===== src/rtl/inc_arbiter.sv =====
// Two-requester round-robin front end for a single shared external +1 unit.
// Each operation runs IDLE -> ISSUE -> DONE, so one increment completes every three cycles.
module inc_arbiter #(
    parameter int unsigned WIDTH = 8
) (
    input  logic             clock,
    input  logic             reset,
    input  logic             req0,
    input  logic [WIDTH-1:0] in0,
    input  logic             req1,
    input  logic [WIDTH-1:0] in1,
    output logic [WIDTH-1:0] inc_in,
    input  logic [WIDTH-1:0] inc_out,
    output logic             gnt0,
    output logic             gnt1,
    output logic             ack0,
    output logic             ack1,
    output logic [WIDTH-1:0] result,
    output logic             valid,
    output logic             src,
    output logic             wrap,
    output logic             busy
);

    typedef enum logic [1:0] {IDLE, ISSUE, DONE} state_t;

    state_t           state_q, state_d;
    logic [WIDTH-1:0] op_q, op_d;
    logic [WIDTH-1:0] result_q, result_d;
    logic             own_q, own_d;
    logic             last_src_q, last_src_d;
    logic             src_q, src_d;
    logic             wrap_q, wrap_d;
    logic             gnt0_q, gnt0_d;
    logic             gnt1_q, gnt1_d;
    logic             ack0_q, ack0_d;
    logic             ack1_q, ack1_d;
    logic             valid_q, valid_d;
    logic             win;

    // The winner is held in own_q while the operation runs. src only moves
    // when result is captured, so src, result and wrap always describe the
    // same completed operation.
    always_comb begin
        state_d    = state_q;
        op_d       = op_q;
        result_d   = result_q;
        own_d      = own_q;
        last_src_d = last_src_q;
        src_d      = src_q;
        wrap_d     = wrap_q;
        gnt0_d     = 1'b0;
        gnt1_d     = 1'b0;
        ack0_d     = 1'b0;
        ack1_d     = 1'b0;
        valid_d    = 1'b0;
        win        = 1'b0;

        case (state_q)
            IDLE: begin
                if (req0 || req1) begin
                    win     = (req0 && req1) ? ~last_src_q : req1;
                    op_d    = win ? in1 : in0;
                    own_d   = win;
                    gnt0_d  = ~win;
                    gnt1_d  = win;
                    state_d = ISSUE;
                end
            end
            ISSUE: begin
                result_d = inc_out;
                wrap_d   = &op_q;
                src_d    = own_q;
                valid_d  = 1'b1;
                ack0_d   = ~own_q;
                ack1_d   = own_q;
                state_d  = DONE;
            end
            DONE: begin
                last_src_d = src_q;
                state_d    = IDLE;
            end
            default: state_d = IDLE;
        endcase
    end

    always_ff @(posedge clock) begin
        if (reset) begin
            state_q    <= IDLE;
            op_q       <= '0;
            result_q   <= '0;
            own_q      <= 1'b0;
            last_src_q <= 1'b1;
            src_q      <= 1'b0;
            wrap_q     <= 1'b0;
            gnt0_q     <= 1'b0;
            gnt1_q     <= 1'b0;
            ack0_q     <= 1'b0;
            ack1_q     <= 1'b0;
            valid_q    <= 1'b0;
        end else begin
            state_q    <= state_d;
            op_q       <= op_d;
            result_q   <= result_d;
            own_q      <= own_d;
            last_src_q <= last_src_d;
            src_q      <= src_d;
            wrap_q     <= wrap_d;
            gnt0_q     <= gnt0_d;
            gnt1_q     <= gnt1_d;
            ack0_q     <= ack0_d;
            ack1_q     <= ack1_d;
            valid_q    <= valid_d;
        end
    end

    assign inc_in = op_q;
    assign gnt0   = gnt0_q;
    assign gnt1   = gnt1_q;
    assign ack0   = ack0_q;
    assign ack1   = ack1_q;
    assign result = result_q;
    assign valid  = valid_q;
    assign src    = src_q;
    assign wrap   = wrap_q;
    assign busy   = (state_q != IDLE);

endmodule


===== config.mk =====
export PLATFORM = sky130hd
export DESIGN_NAME = inc_arbiter
export DESIGN_NICKNAME = d
export VERILOG_FILES = /design/src/rtl/inc_arbiter.sv
export SDC_FILE = /design/constraint.sdc
export NUM_CORES = 1
export LEC_CHECK = 0
export BUFFER_PORTS_ARGS = -buffer_cell sky130_fd_sc_hd__clkbuf_2
export CAP_MARGIN = 20
export CORE_ASPECT_RATIO = 2
export CORE_MARGIN = 2
export CORE_UTILIZATION = 25
export DETAILED_ROUTE_END_ITERATION = 8
export HOLD_SLACK_MARGIN = 0.06
export PLACE_DENSITY = 0.53
export REMOVE_ABC_BUFFERS = 1
export SLEW_MARGIN = 20
export SYNTH_ARGS = -nofsm -noshare
export SYNTH_HDL_FRONTEND = slang
export SYNTH_SLANG_ARGS = --single-unit

===== constraint.sdc =====
create_clock -name clock -period 2.5 [get_ports clock]
set_clock_uncertainty 0.2 [all_clocks]
set_input_delay 0.125 -clock clock [delete_from_list [all_inputs] [get_ports clock]]
set_output_delay 0.125 -clock clock [all_outputs]
set_load 0.005 [all_outputs]

==> results of run 1 <==
==> kinds of logic (layout without fill, tap and decap cells) <==
family,count (synthesis),after routing,synth area share [%]
flops,27,27,47.4
compound gates,31,31,25.2
buf+inv,9,81,4.72
simple gates,55,55,22.6
==> cells in the mapped netlist, drive strengths merged <==
master	number	area share, %
nand2	36	12
dfxtp	27	47
a21oi	19	11
a311oi	8	11
buf	8	4.4
nor2	6	3.4
nor2b	3	1.6
nor3	3	1.3
nand4	2	1.1
a211o	1	0.77
a21bo	1	0.88
a21boi	1	1.6
and2	1	0.55
inv	1	0.33
nand2b	1	1.2
nand3	1	0.44
o21ai	1	0.44
or2	1	0.55
or3	1	0.55
==> what timing repair did <==
item,in CTS,in global routing
hold buffers,24,0
buffers inserted,0,0
endpoints found under the hold margin,16,0
setup endpoints to repair,0,0
==> sequential cells by signal, summed over array words and instances (netlist names) <==
| name | cells |
|---|---|
| inc_in | 8 |
| result | 8 |
| state_q | 2 |
| ack0 | 1 |
| ack1 | 1 |
| gnt0 | 1 |
| gnt1 | 1 |
| last_src_q | 1 |
| own_q | 1 |
| src | 1 |
| valid | 1 |
| wrap | 1 |
==> final cells by class <==
cell class	instances	area (µm²)	area share [%]
clock buffer	4	45.0	2.64
inverter	1	3.75	0.220
timing repair buffer	76	503	29.5
sequential	27	541	31.7
multi-input combinational	86	546	32.0
tap	54	67.6	3.96
==> layout by cell type, fill, tap and decap left out, drive strengths merged <==
master,netlist,layout
clkbuf,0,55
nand2,36,36
dfxtp,27,27
dlygate4sd3,0,24
a21oi,19,19
a311oi,8,8
nor2,6,6
nor2b,3,3
nor3,3,3
nand4,2,2
inv,1,1
a21bo,1,1
a21boi,1,1
or2,1,1
nand2b,1,1
nand3,1,1
o21ai,1,1
a211o,1,1
or3,1,1
and2,1,1
buf,8,1
==> worst max-delay path, delay by kind of cell, from the launching register on <==
family	cells	cell delay, ns
buffers and inverters	3	0.94
DFF	1	0.36
and+or+nand+nor	2	0.34
AOI/OAI and AO/OA	1	0.11
==> where the power goes <==
| group | internal [mW] | switching (mW) |
|---|---|---|
| sequential | 0.462 | 0.0254 |
| clock | 0.114 | 0.128 |
| combinational | 0.116 | 0.104 |
| total | 0.692 | 0.257 |
==> how the worst max path moves through the flow <==
stage                from        end  slack (ns)  depth (start not counted)
2_1_floorplan  state_q[0]  inc_in[0]        0.59                          4
6_report       state_q[0]  inc_in[7]        0.45                          6
4_1_cts        state_q[0]  inc_in[0]        0.43                          6
3_5_place_dp   state_q[0]  inc_in[0]        1.00                          5
5_1_grt        state_q[0]  inc_in[3]        0.33                          6
3_3_place_gp   state_q[0]  inc_in[6]        1.02                          5
==> per-stage QoR <==
stage | power, mW | instance area, µm² | cells
after floorplan | 0.596 | 1090 | 114
after global placement | 0.681 | 1420 | 220
after detailed placement | 0.683 | 1420 | 220
after CTS | 0.965 | 1710 | 248
after global routing | 1.01 | 1710 | 248
final | 0.949 | 1710 | 248
==> routing by layer <==
metal	up-vias	GRT usage (%)	wire length, µm	share of wire, %
met3	4	1.35	186	6.4
met1	469	12.1	1130	39
met4	0	4.25	39	1.3
met5	-	0	0	0
li1	559	-	-	-
met2	41	22.0	1570	54
==> results.yml, run 1 <==
status:
  status: "finished, final reports clean"
sta:
  fin_crit_sh_pct: 82.0
  finalSetupViolCount: 0
  final_hold_viol_count: 0
  worst_slew_margin_rel_pct: 58.4
  hold_slack_ns: 0.0749
  fmax_mhz: 488
  tightestPinTransition_ns: 0.623
  finalSetupTns_ns: 0
  drv_slew: 0
  rsz0062_at_grt: "false"
  fin_crit_ns: 2.05
  setup_ws_ns: 0.450
clocking:
  clk_pin_slew_ns: 0.09
  ctsHtreeMaxLevel: 1
  cts.sink_count: 27
  clk_latency_ns: 0.27
  cts_root_buf: "clkbuf_8"
  cts_tree: "built"
  numCtsBuffers: 3
  cts_buffer_depth: 2
  postCtsResizedCells: 0
floorplan:
  dieArea_um2: 5150
  core_um2: 4380
  die_h_um: 99.5
  die_w_um: 51.7
  ios: 52
  start_util_pct: 26.0
  num_rows: 34
setup_path:
  reg2reg_slack_ns: 0.45
  critPathArrivalTime_ns: 2.01
  critPathRequiredTime_ns: 2.46
  critical_path.max_stage_delay_ns: 0.59
  r2r_end: "inc_in[7]"
  worstPathCellList: "nor2_1 -> buf_4 -> inv_1 -> nor2_8 -> a311oi_2 -> dlygate4sd3_1"
  cpMaxStageDelayCell: "dlygate4sd3_1"
  start_kind: "register"
  rr_worst_depth: 6
  cp-end-kind: "register"
  r2r_start: "state_q[0]"
  crit_path_max_fanout: 11
  worstSetupPathType: "reg2reg"
yosys:
  syn_avg_cell_area_um2: 9.34
  ys_ff_latch: 27
  synth_cell_type_count: 24
  synthCells: 122
  yosys_warnings: 0
  synth_area_um2: 1140
  ys_seq_area_share_pct: 47.4
placement:
  pre_cts_slack_ns: 1.00
  gp_congestion: 0.645
  portBuffers: 51
  dp_hpwl_um: 2220
layout:
  antennaDiodeCount: 0
  areaGrowthSynthToFinish_pct: 49.6
  finish.utilization_pct: 38.9
  finalNetCount: 223
  fillers: 451
  drive_gt1_share_pct: 38.1
pwr:
  total_leakage_power_nw: 0.747
  power_density_nw_per_um2: 556
  peakVddDrop_mv: 0.219
drt:
  drt-initial-drc-count: 15
  wire_per_inst_um: 11.8
  postRouteAntennaNets: 0
  via_per_inst: 4.33
  drc: 0
  vias: 1073
  dr.pass1.iters: 4
  wl_um: 2930
worst_hold_path:
  hold-path-endpoint: "gnt0"
  hp-class: "in2reg"
  min-delay-start: "req0"
  hold_depth: 3
global_route:
  grt_max_degree: 27
  grt_pass1_wl_um: 4550
  grt_pass1_vias: 1028
  antenna_found_initial: 0
  grt-ovfl-total: 0
  grtUsageTotal_pct: 11.5
run:
  drv_cap: 0
No activity file was read; power rests on OpenSTA's default activity.
==> run 2, diff against run 1 <==
clock period = 2 ns   (was 2.5 ns; I/O delays follow)
==> run 2 against run 1 <==
Effect of this change: routed wire length fell by 3.8%; first-iteration DRC count rose by 13%; hold slack improved by 0.0023 ns; cell area rose by 1.0%; clock power rose by 28%; flip-flop and latch count did not move; combinational power rose by 21%; final cell count rose by 0.81%; sequential share of layout area fell by 0.32 points.
==> results.yml, run 2 (synthesis gave the netlist of run 1 again) <==
sta:
  finalSetupViolCount: 0
  worst_slew_margin_rel_pct: 59.7
  fin_crit_ns: 1.63
  finalSetupTns_ns: 0
  drv_slew: 0
  final_hold_viol_count: 0
  fin_crit_sh_pct: 81.3
  fmax_mhz: 615
  rsz0062_at_grt: "false"
  hold_slack_ns: 0.0772
  tightestPinTransition_ns: 0.605
floorplan:
  num_rows: 34
  ios: 52
  die_w_um: 51.7
  die_h_um: 99.5
  start_util_pct: 26.0
  core_um2: 4380
  dieArea_um2: 5150
setup_path:
  start_kind: "input port"
  cp-end-kind: "register"
  critPathArrivalTime_ns: 1.61
  r2r_end: "result[6]"
  worstSetupPathType: "in2reg"
  crit_path_start: "req0"
  r2r_start: "state_q[0]"
  cpMaxStageDelayCell: "dlygate4sd3_1"
  crit_path_max_fanout: 10
  worstPathCellList: "dlygate4sd3_1 -> clkbuf_2 -> or2_1 -> a21oi_2 -> a311oi_2"
  reg2reg_slack_ns: 0.53
  crit_cells: 5
  critical_path.max_stage_delay_ns: 0.52
  critPathRequiredTime_ns: 1.99
  critPathBufInv: 2
  critPathTopFamily: "buffers and inverters"
  crit_path_end: "inc_in[4]"
  rr_worst_depth: 3
clocking:
  cts_tree: "built"
  clk_pin_slew_ns: 0.09
  clk_latency_ns: 0.27
  numCtsBuffers: 3
  postCtsResizedCells: 0
  ctsHtreeMaxLevel: 1
  cts_root_buf: "clkbuf_8"
  post_cts_buffers: 0
  cts_buffer_depth: 2
  cts.sink_count: 27
global_route:
  grt-ovfl-total: 0
  grtUsageTotal_pct: 12.0
  grt_max_degree: 27
  grt_pass1_wl_um: 4770
  grt_pass1_vias: 1096
  antenna_found_initial: 0
drt:
  dr.pass1.iters: 4
  wl_um: 2810
  via_per_inst: 4.42
  postRouteAntennaNets: 0
  wire_per_inst_um: 11.3
  drt-initial-drc-count: 17
  drc: 0
  vias: 1106
pwr:
  power_density_nw_per_um2: 686
  switching_share_pct: 27.4
  combPwrFrac_pct: 22.5
  pwr-share-clk_pct: 26.1
  seqPwrFrac_pct: 51.4
  p_int_mw: 0.858
  total_power_mw: 1.18
  peakVddDrop_mv: 0.313
  switching_power_mw: 0.324
  total_leakage_power_nw: 0.744
status:
  status: "finished, final reports clean"
run:
  drv_cap: 0
layout:
  final_cell_mix: "clkbuf_2, nand2_1, dfxtp_1, dlygate4sd3_1, a21oi_1"
  final_common_cell: "clkbuf_2"
  fillers: 455
  final_cell_area_um2: 1720
  finish.utilization_pct: 39.3
  areaGrowthSynthToFinish_pct: 51.2
  drive_gt1_share_pct: 38.3
  finalNetCount: 225
  antennaDiodeCount: 0
placement:
  dp_hpwl_um: 2090
  portBuffers: 51
  dpl_cell_area_um2: 1430
  gp_congestion: 0.639
worst_hold_path:
  hp-class: "in2reg"
run 2: cell types whose count changed in the layout (fill, tap and decap cells not counted):
cell	delta
dlygate4sd3_1	+1
buf_4	+1
run 2: power by group through the flow:
stage / Combinational (mW) / Sequential [mW] / Clock, mW
finish: 0.266 / 0.607 / 0.309
CTS: 0.272 / 0.608 / 0.317
floorplan: 0.125 / 0.620 / 0
global route: 0.297 / 0.613 / 0.351
global placement: 0.233 / 0.621 / 0
detailed placement: 0.233 / 0.621 / 0
run 2: final cells by class:
cell class                      count  area, µm²  area share (%)
Sequential cell                    27        541            31.4
Timing Repair Buffer               78        520            30.2
Clock buffer                        4       45.0            2.61
Multi-Input combinational cell     86        546            31.7
Tap cell                           54       67.6            3.92
Inverter                            1       3.75           0.218
run 2: repair_timing:
item / 4_1_cts / 5_1_grt
hold buffers: 25 / 0
hold endpoints to repair: 17 / 0
setup endpoints to repair: 0 / 0
run 2: stage by stage:
stage | worst slack (ns) | std cells
after floorplan | 0.0929 | 114
after global placement | 0.530 | 221
after detailed placement | 0.496 | 221
after CTS | 0.353 | 250
after global routing | 0.229 | 250
final | 0.374 | 250
run 2: layer usage:
| metal | GRT usage, % | part of all wire, % | up-vias |
|---|---|---|---|
| met5 | 0 | 0 | - |
| met4 | 4.25 | 1.5 | 0 |
| met3 | 2.25 | 5.8 | 5 |
| met2 | 22.8 | 54 | 40 |
| met1 | 12.5 | 39 | 496 |
| li1 | - | - | 565 |
run 2: worst min path at each step:
stage | start | end | slack, ns | depth (start not counted)
floorplan | reset | inc_in[0] | -0.03 | 1
global placement | inc_out[5] | result[5] | 0.13 | 3
detailed placement | inc_out[0] | result[0] | 0.13 | 3
CTS | req1 | gnt0 | 0.08 | 3
global route | req1 | own_q | 0.1 | 4
finish | req1 | own_q | 0.08 | 4
run 2: worst min-delay path, cell delays in order:
cell and delay, ns:
clkbuf_2 0.11, nor2_1 0.10, o21ai_1 0.13, a21oi_1 0.06
